--- src/rtl/router_out_arbiter_if.sv ---
// Handshake bundle between one router output port arbiter and its input buffers / downstream buffer.
// master: buffer/downstream side; slave: arbiter side.
interface router_out_arbiter_if #(
    parameter int unsigned NUM_REQ = 5,
    parameter int unsigned FLIT_W  = 8
);
    localparam int unsigned OwnW = (NUM_REQ > 1) ? $clog2(NUM_REQ) : 1;

    logic [NUM_REQ-1:0]        req;
    logic [NUM_REQ*FLIT_W-1:0] flit_in;
    logic                      out_ready;
    logic [NUM_REQ-1:0]        gnt;
    logic [FLIT_W-1:0]         flit_out;
    logic                      flit_out_valid;
    logic                      busy;
    logic [OwnW-1:0]           owner;
    logic                      stray_err;
    logic                      timeout_err;

    modport master (
        output req, flit_in, out_ready,
        input  gnt, flit_out, flit_out_valid, busy, owner, stray_err, timeout_err
    );

    modport slave (
        input  req, flit_in, out_ready,
        output gnt, flit_out, flit_out_valid, busy, owner, stray_err, timeout_err
    );
endinterface

--- src/rtl/router_out_arbiter.sv ---
// Packet-granular round-robin arbiter and output register for one mesh router output port.
// Optional owner-stall abort is compiled in with ARB_TIMEOUT_EN.
module router_out_arbiter #(
    parameter int unsigned NUM_REQ = 5,
    parameter int unsigned FLIT_W  = 8,
    parameter int unsigned TIMEOUT = 16
) (
    input logic                 clk,
    input logic                 rst,
    router_out_arbiter_if.slave bus
);
    localparam int unsigned IdxW = (NUM_REQ > 1) ? $clog2(NUM_REQ) : 1;

    typedef enum logic [0:0] {StIdle, StLocked} state_e;

    state_e              state_q;
    logic [IdxW-1:0]     ptr_q, owner_q, win_idx, sel_idx;
    logic                win_found, xfer, sel_tail;
    logic [NUM_REQ-1:0]  head, tail, eligible, stray, gnt_c;
    logic [FLIT_W-1:0]   sel_flit, flit_out_q;
    logic                valid_q, stray_q;

    function automatic logic [IdxW-1:0] inc_idx(input logic [IdxW-1:0] i);
        return (int'(i) == int'(NUM_REQ) - 1) ? '0 : IdxW'(int'(i) + 1);
    endfunction

    always_comb begin
        int idx;
        idx = 0;
        for (int i = 0; i < int'(NUM_REQ); i++) begin
            head[i] = bus.flit_in[i*FLIT_W + FLIT_W - 1];
            tail[i] = bus.flit_in[i*FLIT_W + FLIT_W - 2];
        end
        eligible = bus.req & head;
        stray    = bus.req & ~head;

        // First eligible input at or above ptr, wrapping to 0.
        win_found = 1'b0;
        win_idx   = '0;
        for (int k = 0; k < int'(NUM_REQ); k++) begin
            idx = int'(ptr_q) + k;
            if (idx >= int'(NUM_REQ)) idx = idx - int'(NUM_REQ);
            if (!win_found && eligible[idx]) begin
                win_found = 1'b1;
                win_idx   = IdxW'(idx);
            end
        end

        if (state_q == StIdle) begin
            sel_idx = win_idx;
            xfer    = win_found & bus.out_ready;
        end else begin
            sel_idx = owner_q;
            xfer    = bus.req[owner_q] & bus.out_ready;
        end

        gnt_c          = '0;
        gnt_c[sel_idx] = xfer;
        sel_flit       = bus.flit_in[sel_idx*FLIT_W +: FLIT_W];
        sel_tail       = tail[sel_idx];
    end

`ifdef ARB_TIMEOUT_EN
    localparam int unsigned CntW = $clog2(TIMEOUT + 1);
    logic [CntW-1:0] stall_q;
    logic            timeout_q;
`endif

    always_ff @(posedge clk or negedge rst) begin
        if (!rst) begin
            state_q    <= StIdle;
            ptr_q      <= '0;
            owner_q    <= '0;
            flit_out_q <= '0;
            valid_q    <= 1'b0;
            stray_q    <= 1'b0;
`ifdef ARB_TIMEOUT_EN
            stall_q    <= '0;
            timeout_q  <= 1'b0;
`endif
        end else begin
            valid_q <= xfer;
            stray_q <= (state_q == StIdle) && (|stray);
            if (xfer) flit_out_q <= sel_flit;
`ifdef ARB_TIMEOUT_EN
            timeout_q <= 1'b0;
`endif
            case (state_q)
                StIdle: begin
                    if (xfer) begin
                        if (sel_tail) begin
                            ptr_q <= inc_idx(sel_idx);
                        end else begin
                            state_q <= StLocked;
                            owner_q <= sel_idx;
                        end
                    end
                end
                StLocked: begin
                    if (xfer && sel_tail) begin
                        state_q <= StIdle;
                        ptr_q   <= inc_idx(owner_q);
                    end
`ifdef ARB_TIMEOUT_EN
                    // Only an absent owner counts; downstream backpressure does not.
                    if (xfer) begin
                        stall_q <= '0;
                    end else if (!bus.req[owner_q]) begin
                        if (stall_q == CntW'(TIMEOUT - 1)) begin
                            state_q   <= StIdle;
                            ptr_q     <= inc_idx(owner_q);
                            timeout_q <= 1'b1;
                            stall_q   <= '0;
                        end else begin
                            stall_q <= stall_q + 1'b1;
                        end
                    end
`endif
                end
                default: state_q <= StIdle;
            endcase
        end
    end

    assign bus.gnt            = rst ? gnt_c : '0;
    assign bus.flit_out       = flit_out_q;
    assign bus.flit_out_valid = valid_q;
    assign bus.busy           = (state_q == StLocked);
    assign bus.owner          = owner_q;
    assign bus.stray_err      = stray_q;
`ifdef ARB_TIMEOUT_EN
    assign bus.timeout_err    = timeout_q;
`else
    assign bus.timeout_err    = 1'b0;
`endif
endmodule

--- src/flat_wrapper.sv ---
// flat-port wrapper written by rule: the top's interface ports become plain ports
module router_out_arbiter_flat 
#(
    parameter int unsigned NUM_REQ = 5,
    parameter int unsigned FLIT_W  = 8,
    parameter int unsigned TIMEOUT = 16
)
  (clk, rst, bus_req, bus_flit_in, bus_out_ready, bus_gnt, bus_flit_out, bus_flit_out_valid, bus_busy, bus_owner, bus_stray_err, bus_timeout_err);
  router_out_arbiter_if #(.NUM_REQ(NUM_REQ), .FLIT_W(FLIT_W)) bus_i ();
  input logic clk;
  input logic rst;
  input wire logic [$bits(bus_i.req)-1:0] bus_req;
  input wire logic [$bits(bus_i.flit_in)-1:0] bus_flit_in;
  input wire logic [$bits(bus_i.out_ready)-1:0] bus_out_ready;
  output wire logic [$bits(bus_i.gnt)-1:0] bus_gnt;
  output wire logic [$bits(bus_i.flit_out)-1:0] bus_flit_out;
  output wire logic [$bits(bus_i.flit_out_valid)-1:0] bus_flit_out_valid;
  output wire logic [$bits(bus_i.busy)-1:0] bus_busy;
  output wire logic [$bits(bus_i.owner)-1:0] bus_owner;
  output wire logic [$bits(bus_i.stray_err)-1:0] bus_stray_err;
  output wire logic [$bits(bus_i.timeout_err)-1:0] bus_timeout_err;
  assign bus_i.req = bus_req;
  assign bus_i.flit_in = bus_flit_in;
  assign bus_i.out_ready = bus_out_ready;
  assign bus_gnt = bus_i.gnt;
  assign bus_flit_out = bus_i.flit_out;
  assign bus_flit_out_valid = bus_i.flit_out_valid;
  assign bus_busy = bus_i.busy;
  assign bus_owner = bus_i.owner;
  assign bus_stray_err = bus_i.stray_err;
  assign bus_timeout_err = bus_i.timeout_err;
  router_out_arbiter #(.NUM_REQ(NUM_REQ), .FLIT_W(FLIT_W), .TIMEOUT(TIMEOUT)) u_core (.clk(clk), .rst(rst), .bus(bus_i));
endmodule
--- config.mk ---
export PLATFORM = sky130hd
export DESIGN_NAME = router_out_arbiter_flat
export DESIGN_NICKNAME = d
export VERILOG_FILES = /design/src/rtl/router_out_arbiter_if.sv /design/src/rtl/router_out_arbiter.sv /design/src/flat_wrapper.sv
export SDC_FILE = /design/constraint.sdc
export NUM_CORES = 1
export LEC_CHECK = 0
export CORE_ASPECT_RATIO = 2
export CORE_MARGIN = 3
export CORE_UTILIZATION = 51
export DETAILED_ROUTE_END_ITERATION = 12
export GPL_TIMING_DRIVEN = 0
export MAX_ROUTING_LAYER = met4
export PLACE_DENSITY = 0.86
export SYNTH_ARGS = -nofsm -noshare
export SYNTH_HDL_FRONTEND = slang
export SYNTH_SLANG_ARGS = --single-unit
--- constraint.sdc ---
create_clock -name clk -period 5.2 [get_ports clk]
set_clock_uncertainty 0.2 [all_clocks]
set_input_delay 1.04 -clock clk [delete_from_list [all_inputs] [get_ports clk]]
set_output_delay 1.04 -clock clk [all_outputs]
set_load 0.02 [all_outputs]
==> impl_metrics.ini, run 1 <==
[die]
start_util = 0.537
io_pins = 68
fp-row-count = 36
chipWidth_um = 57.1
core_area_sq_mm = 0.00495
die_h_um = 108
dieArea_sq_mm = 0.00617

[clock_network]
clk_pin_slew_ns = 0.07
numCtsBuffers = 3
cts_tree = built
cts_sinks = 17
h-tree-depth = 1
clk-insertion-delay-late_ns = 0.26
cts_root_buf = clkbuf_8
clk_path_buf_depth = 2
ctsHoldBuffers = 0

[worst_hold_path]
min-delay-start = u_core.bus.flit_out[6]$_DFFE_PN0N_
min_to = u_core.bus.flit_out[6]$_DFFE_PN0N_
min_path_cells = 1
worstHoldPathType = register to register

[timing]
layout_setup_ws_ns = 0.0568
finalCritPeriodShare = 0.989
setup_viol = 0
fmax_mhz = 194
hold_viol_final = 0
min_period_ns = 5.14
max-slew-margin-rel = 0.439
slew_viol_final = 0
worst_pin_slew_ns = 0.839

[run_status]
status = finished, final reports clean

[cells_and_area]
multi_input_area_sq_mm = 0.00218
fin_nets = 486
layout-drive-gt1-share = 0.210
syn_to_final_growth_pct = 41.1
regArea_sq_um = 428
fill_cells = 366
diodes = 0

[drt]
ant_nets = 0
totalWireLength_mm = 9.34
drc = 0
drtIter0Drc = 170
routedWlPerCell_um = 19.5
vias_per_cell = 6.56
num_vias = 3151
first_pass_iters = 4

[setup_path]
arrival_ns = 3.90
critPathLaunchType = primary input
worstSetupPathType = primary input to output port
cp_max_fo = 8
r2r_start = u_core.ptr_q[0]$_DFFE_PN0P_
timing.rr.end = u_core.ptr_q[0]$_DFFE_PN0P_
crit_path_end_kind = output port
cp.required_ns = 3.96
reg2reg_setup_slack_ns = 0.67
rr_worst_depth = 20

[placement]
hpwlAfterDp_mm = 7.15
io_buffer_count = 66
pre_cts_ws_ns = -1.20
gp_congestion = 1.05

[global_route]
grt_pass1_wl_mm = 14.9
track_usage = 0.318
grt_start_max_net_pins = 20
grt-ovfl-total = 0
grt_pass1_vias = 3228
antenna_found_initial = 0

[logic_synthesis]
syn_inst = 331
synthesis.nets = 393
synthFlopType = dfrtp_1
ys_seq_elements = 17
yosys_warnings = 0
netlist_area_sq_mm = 0.00266
avgSynthCellArea_sq_um = 8.03
synth_edf_count = 0
seq_area_frac_synth = 0.160
ys_types = 77
ys_async_sr_fraction = 1.00

[job]
cap_violations = 0
cell usage after synthesis, types with 4 or more instances:
| cell type | instances | area [sq um] |
|---|---|---|
| nand4_1 | 4 | 25.0 |
| nand2_1 | 28 | 105 |
| mux2_1 | 10 | 113 |
| nand3b_1 | 8 | 60.1 |
| nor2_1 | 27 | 101 |
| a21o_1 | 4 | 30.0 |
| a211oi_1 | 12 | 90.1 |
| nor2b_1 | 5 | 31.3 |
| and3_1 | 5 | 31.3 |
| inv_1 | 18 | 67.6 |
| mux2i_1 | 18 | 180 |
| buf_2 | 5 | 25.0 |
| a221oi_1 | 7 | 61.3 |
| nor3_1 | 9 | 45.0 |
| o21bai_1 | 4 | 30.0 |
| nand3_1 | 10 | 50.1 |
| a21oi_1 | 12 | 60.1 |
| dfrtp_1 | 17 | 425 |
| mux2_2 | 5 | 56.3 |
| a22oi_1 | 4 | 30.0 |
| o211ai_1 | 4 | 30.0 |
| nand2b_1 | 10 | 62.6 |
| ha_1 | 13 | 163 |
| o21ai_0 | 11 | 55.1 |
timing repair:
| item | 4_1_cts | 5_1_grt |
|---|---|---|
| setup endpoints to repair | 5 | 5 |
| buffers inserted | 12 | 11 |
| pin swaps | 3 | 9 |
| gates cloned | 0 | 0 |
| resized for setup | 49 | 16 |
worst max-delay path: stages:
cell and delay [ns]:
clkdlybuf4s50_1 0.53, nand2_1 0.21, a21oi_1 0.07, o2111ai_1 0.38
nand4bb_4 0.17, buf_6 0.17, nand2b_4 0.16, o41a_1 0.45
buf_4 0.17, and3_1 0.20, and3_1 0.19, buf_2 0.16
worst max-delay path by stage:
stage | from | to | cells after the start
global placement | u_core.ptr_q[1]$_DFFE_PN0P_ | bus_gnt[2] | 16
finish | bus_req[0] | bus_gnt[3] | 12
global route | u_core.ptr_q[0]$_DFFE_PN0P_ | bus_gnt[1] | 18
floorplan | u_core.ptr_q[1]$_DFFE_PN0P_ | bus_gnt[0] | 15
CTS | u_core.ptr_q[0]$_DFFE_PN0P_ | bus_gnt[3] | 18
detailed placement | u_core.ptr_q[1]$_DFFE_PN0P_ | bus_gnt[0] | 16
cell usage in the layout (no fill, tap or decap), types with 4 or more instances in the layout:
master	count
a21oi_1	11
buf_2	5
mux2_1	10
mux2i_1	17
o211ai_1	4
buf_6	6
o21bai_1	4
nand3b_1	8
inv_1	16
dfrtp_1	15
a221oi_1	7
buf_4	26
a21o_1	4
dlygate4sd2_1	6
nor2_1	26
o21ai_0	10
nand2_1	27
nor3_1	7
ha_1	10
a211oi_1	12
clkbuf_8	4
nand3_1	9
mux2_2	5
and3_1	5
nand2b_1	10
nor2b_1	5
nand4_1	4
clkdlybuf4s50_1	55
cell type report:
type | count | area share
buffer | 13 | 0.0297
multi-input combinational | 280 | 0.581
timing repair buffer | 89 | 0.219
clock inverter | 1 | 0.00200
tap | 57 | 0.0190
clock buffer | 3 | 0.0110
sequential | 17 | 0.114
inverter | 20 | 0.0243
logic make-up after synthesis:
kind of cell | count (synthesis) | synth area share
and+or+nand+nor | 131 | 0.271
AOI/OAI and AO/OA | 95 | 0.271
muxes | 36 | 0.151
buffers and inverters | 34 | 0.0645
DFF | 17 | 0.160
adders and majority gates | 14 | 0.0687
xor gates and xnor gates | 3 | 0.0127
other | 1 | 0.00141
registers in the layout, indices dropped and copies added, names as in the netlist, named ones only:
| register | count |
|---|---|
| u_core.bus.flit_out | 8 |
| u_core.bus.flit_out_valid | 1 |
| u_core.bus.owner | 3 |
| u_core.bus.stray_err | 1 |
| u_core.ptr_q | 3 |
stage by stage:
step	instance area (sq um)	TNS (ns)	hold slack (ns)	util	instances
after floorplan	2660	0	0.436	-	331
after CTS	3620	0	0.329	0.731	469
after global routing	3750	-0.0245	0.338	0.757	480
after global placement	3390	-5.45	0.292	0.684	454
final	3750	0	0.322	0.757	480
after detailed placement	3390	-5.57	0.313	0.684	454
routing by layer:
metal  wire, um  GRT usage  up-vias
met3        532     0.0251       66
met2       5050      0.590      195
li1           -          -     1436
met5          0          -        -
met4        747      0.252        0
met1       3010      0.284     1454
Power of run 1 is not shown: default switching activity piles up to over one toggle a cycle in this logic, so the estimate is an artifact.
==> inputs of run 2 (changes only) <==
Settings changed: CTS_CLUSTER_DIAMETER set to 50, REMOVE_ABC_BUFFERS set to 1.
==> run 2 against run 1 <==
  * Clock-buffer cell count stayed put
  * Largest cell class unchanged
  * Die area did not move
  * Final area decreased by 1.2%
  * Global-route usage shrank 0.58 points
  * Routed wire length shrank 0.92%
  * Register-to-register slack improved by 0.08 ns
==> impl_metrics.ini, run 2 (synthesis results as in run 1) <==
[run_status]
status = finished, final reports clean

[setup_path]
worstSetupPathType = register to output port
cp_cell_sequence = clkinvlp_4 -> ha_4 -> ha_2 -> or2_2 -> o21ai_4 -> mux2i_4 -> mux2_4 -> o21ai_0 -> a211o_1 -> a31oi_4 -> o31a_4 -> inv_4 -> and3_1 -> clkdlybuf4s15_2
cp.buffers_inverters = 3
rr_worst_depth = 18
cp_max_fo = 9
reg2reg_setup_slack_ns = 0.75
crit_family = compound AO/OA/AOI/OAI gates
crit_path_end_kind = output port
cp.required_ns = 3.96
timing.rr.end = u_core.ptr_q[0]$_DFFE_PN0P_
max_stage_delay_ns = 0.50
critPathSlowestCell = dfrtp_4
r2r_start = u_core.ptr_q[0]$_DFFE_PN0P_
critPathLaunchType = register
arrival_ns = 3.88

[clock_network]
clk_pin_slew_ns = 0.07
cts_root_buf = clkbuf_8
clk_path_buf_depth = 2
cts_sinks = 17
clk-insertion-delay-late_ns = 0.25
h-tree-depth = 1
numCtsBuffers = 3
cts_tree = built

[timing]
whs_ns = 0.318
worst_pin_slew_ns = 0.861
max-slew-margin-rel = 0.424
slew_viol_final = 0
fmax_mhz = 195
setup_viol = 0
hold_viol_final = 0
min_period_ns = 5.12
finalCritPeriodShare = 0.985

[cells_and_area]
final_common_cell = clkdlybuf4s50_1
largest_reg_flops = 8
fin_nets = 469
syn_to_final_growth_pct = 39.4
multi_input_area_sq_mm = 0.00227
layout-drive-gt1-share = 0.192
layout_common_cells = clkdlybuf4s50_1, nand2_1, nor2_1
diodes = 0
final_cells = 463
fill_cells = 386
regArea_sq_um = 432

[die]
start_util = 0.537
io_pins = 68
die_h_um = 108
chipWidth_um = 57.1
fp-row-count = 36
core_area_sq_mm = 0.00495
dieArea_sq_mm = 0.00617

[job]
cap_violations = 0

[drt]
vias_per_cell = 6.52
ant_nets = 0
routedWlPerCell_um = 20.0
totalWireLength_mm = 9.26
drc = 0
drtIter0Drc = 141
first_pass_iters = 4
num_vias = 3021

[global_route]
grt_start_max_net_pins = 20
track_usage = 0.313
grt_pass1_wl_mm = 14.7
grt-ovfl-total = 0
grt_pass1_vias = 3085
antenna_found_initial = 0

[worst_hold_path]
worstHoldPathType = register to register
min_to = u_core.bus.flit_out[6]$_DFFE_PN0N_
min-delay-start = u_core.bus.flit_out[6]$_DFFE_PN0N_
min_path_cells = 1

[placement]
hpwlAfterDp_mm = 6.73
dp_cells = 440
io_buffer_count = 66
gp_congestion = 0.964
-- run 2: what timing repair did --
action	in CTS	in global routing
buffers inserted	11	7
pin swaps	4	6
gates resized for setup	49	20
cloned	1	0
endpoints found under the setup margin	20	5
hold buffers	0	0
-- run 2: how the worst max path moves through the flow --
stage | startpoint | end | slack, ns | cells past startpoint
after detailed placement | u_core.ptr_q[0]$_DFFE_PN0P_ | bus_gnt[0] | -1.88 | 14
after floorplan | u_core.ptr_q[0]$_DFFE_PN0P_ | bus_gnt[2] | -0.35 | 13
after global routing | u_core.ptr_q[0]$_DFFE_PN0P_ | bus_gnt[1] | -0.04 | 15
after global placement | u_core.ptr_q[0]$_DFFE_PN0P_ | bus_gnt[0] | -1.78 | 14
final | u_core.ptr_q[0]$_DFFE_PN0P_ | bus_gnt[1] | 0.08 | 14
after CTS | u_core.ptr_q[0]$_DFFE_PN0P_ | bus_gnt[2] | 0.007 | 16
-- run 2: layer usage --
metal / vias to the layer above / global-route usage / wire length, um
li1: 1399 / - / -
met1: 1412 / 0.292 / 3110
met2: 155 / 0.592 / 5010
met3: 55 / 0.0275 / 474
met4: 0 / 0.187 / 666
met5: - / - / 0
-- run 2: cell type report --
type | count | area share
multi-input cells | 281 | 0.614
inverters | 20 | 0.0250
clock inverters | 1 | 0.00202
clock buffers | 3 | 0.0111
repair buffers | 84 | 0.213
flip-flops and latches | 17 | 0.116
well taps | 57 | 0.0192
-- run 2: per-stage QoR --
step / instance area (sq um) / utilization / TNS (ns) / worst slack (ns)
floorplan: 2570 / - / -1.15 / -0.350
global placement: 3300 / 0.666 / -17.78 / -1.78
detailed placement: 3300 / 0.666 / -19.88 / -1.88
CTS: 3580 / 0.722 / 0 / 0.00677
global route: 3710 / 0.748 / -0.0744 / -0.0368
finish: 3710 / 0.748 / 0 / 0.0766
Power of run 2 is left out for the same reason.
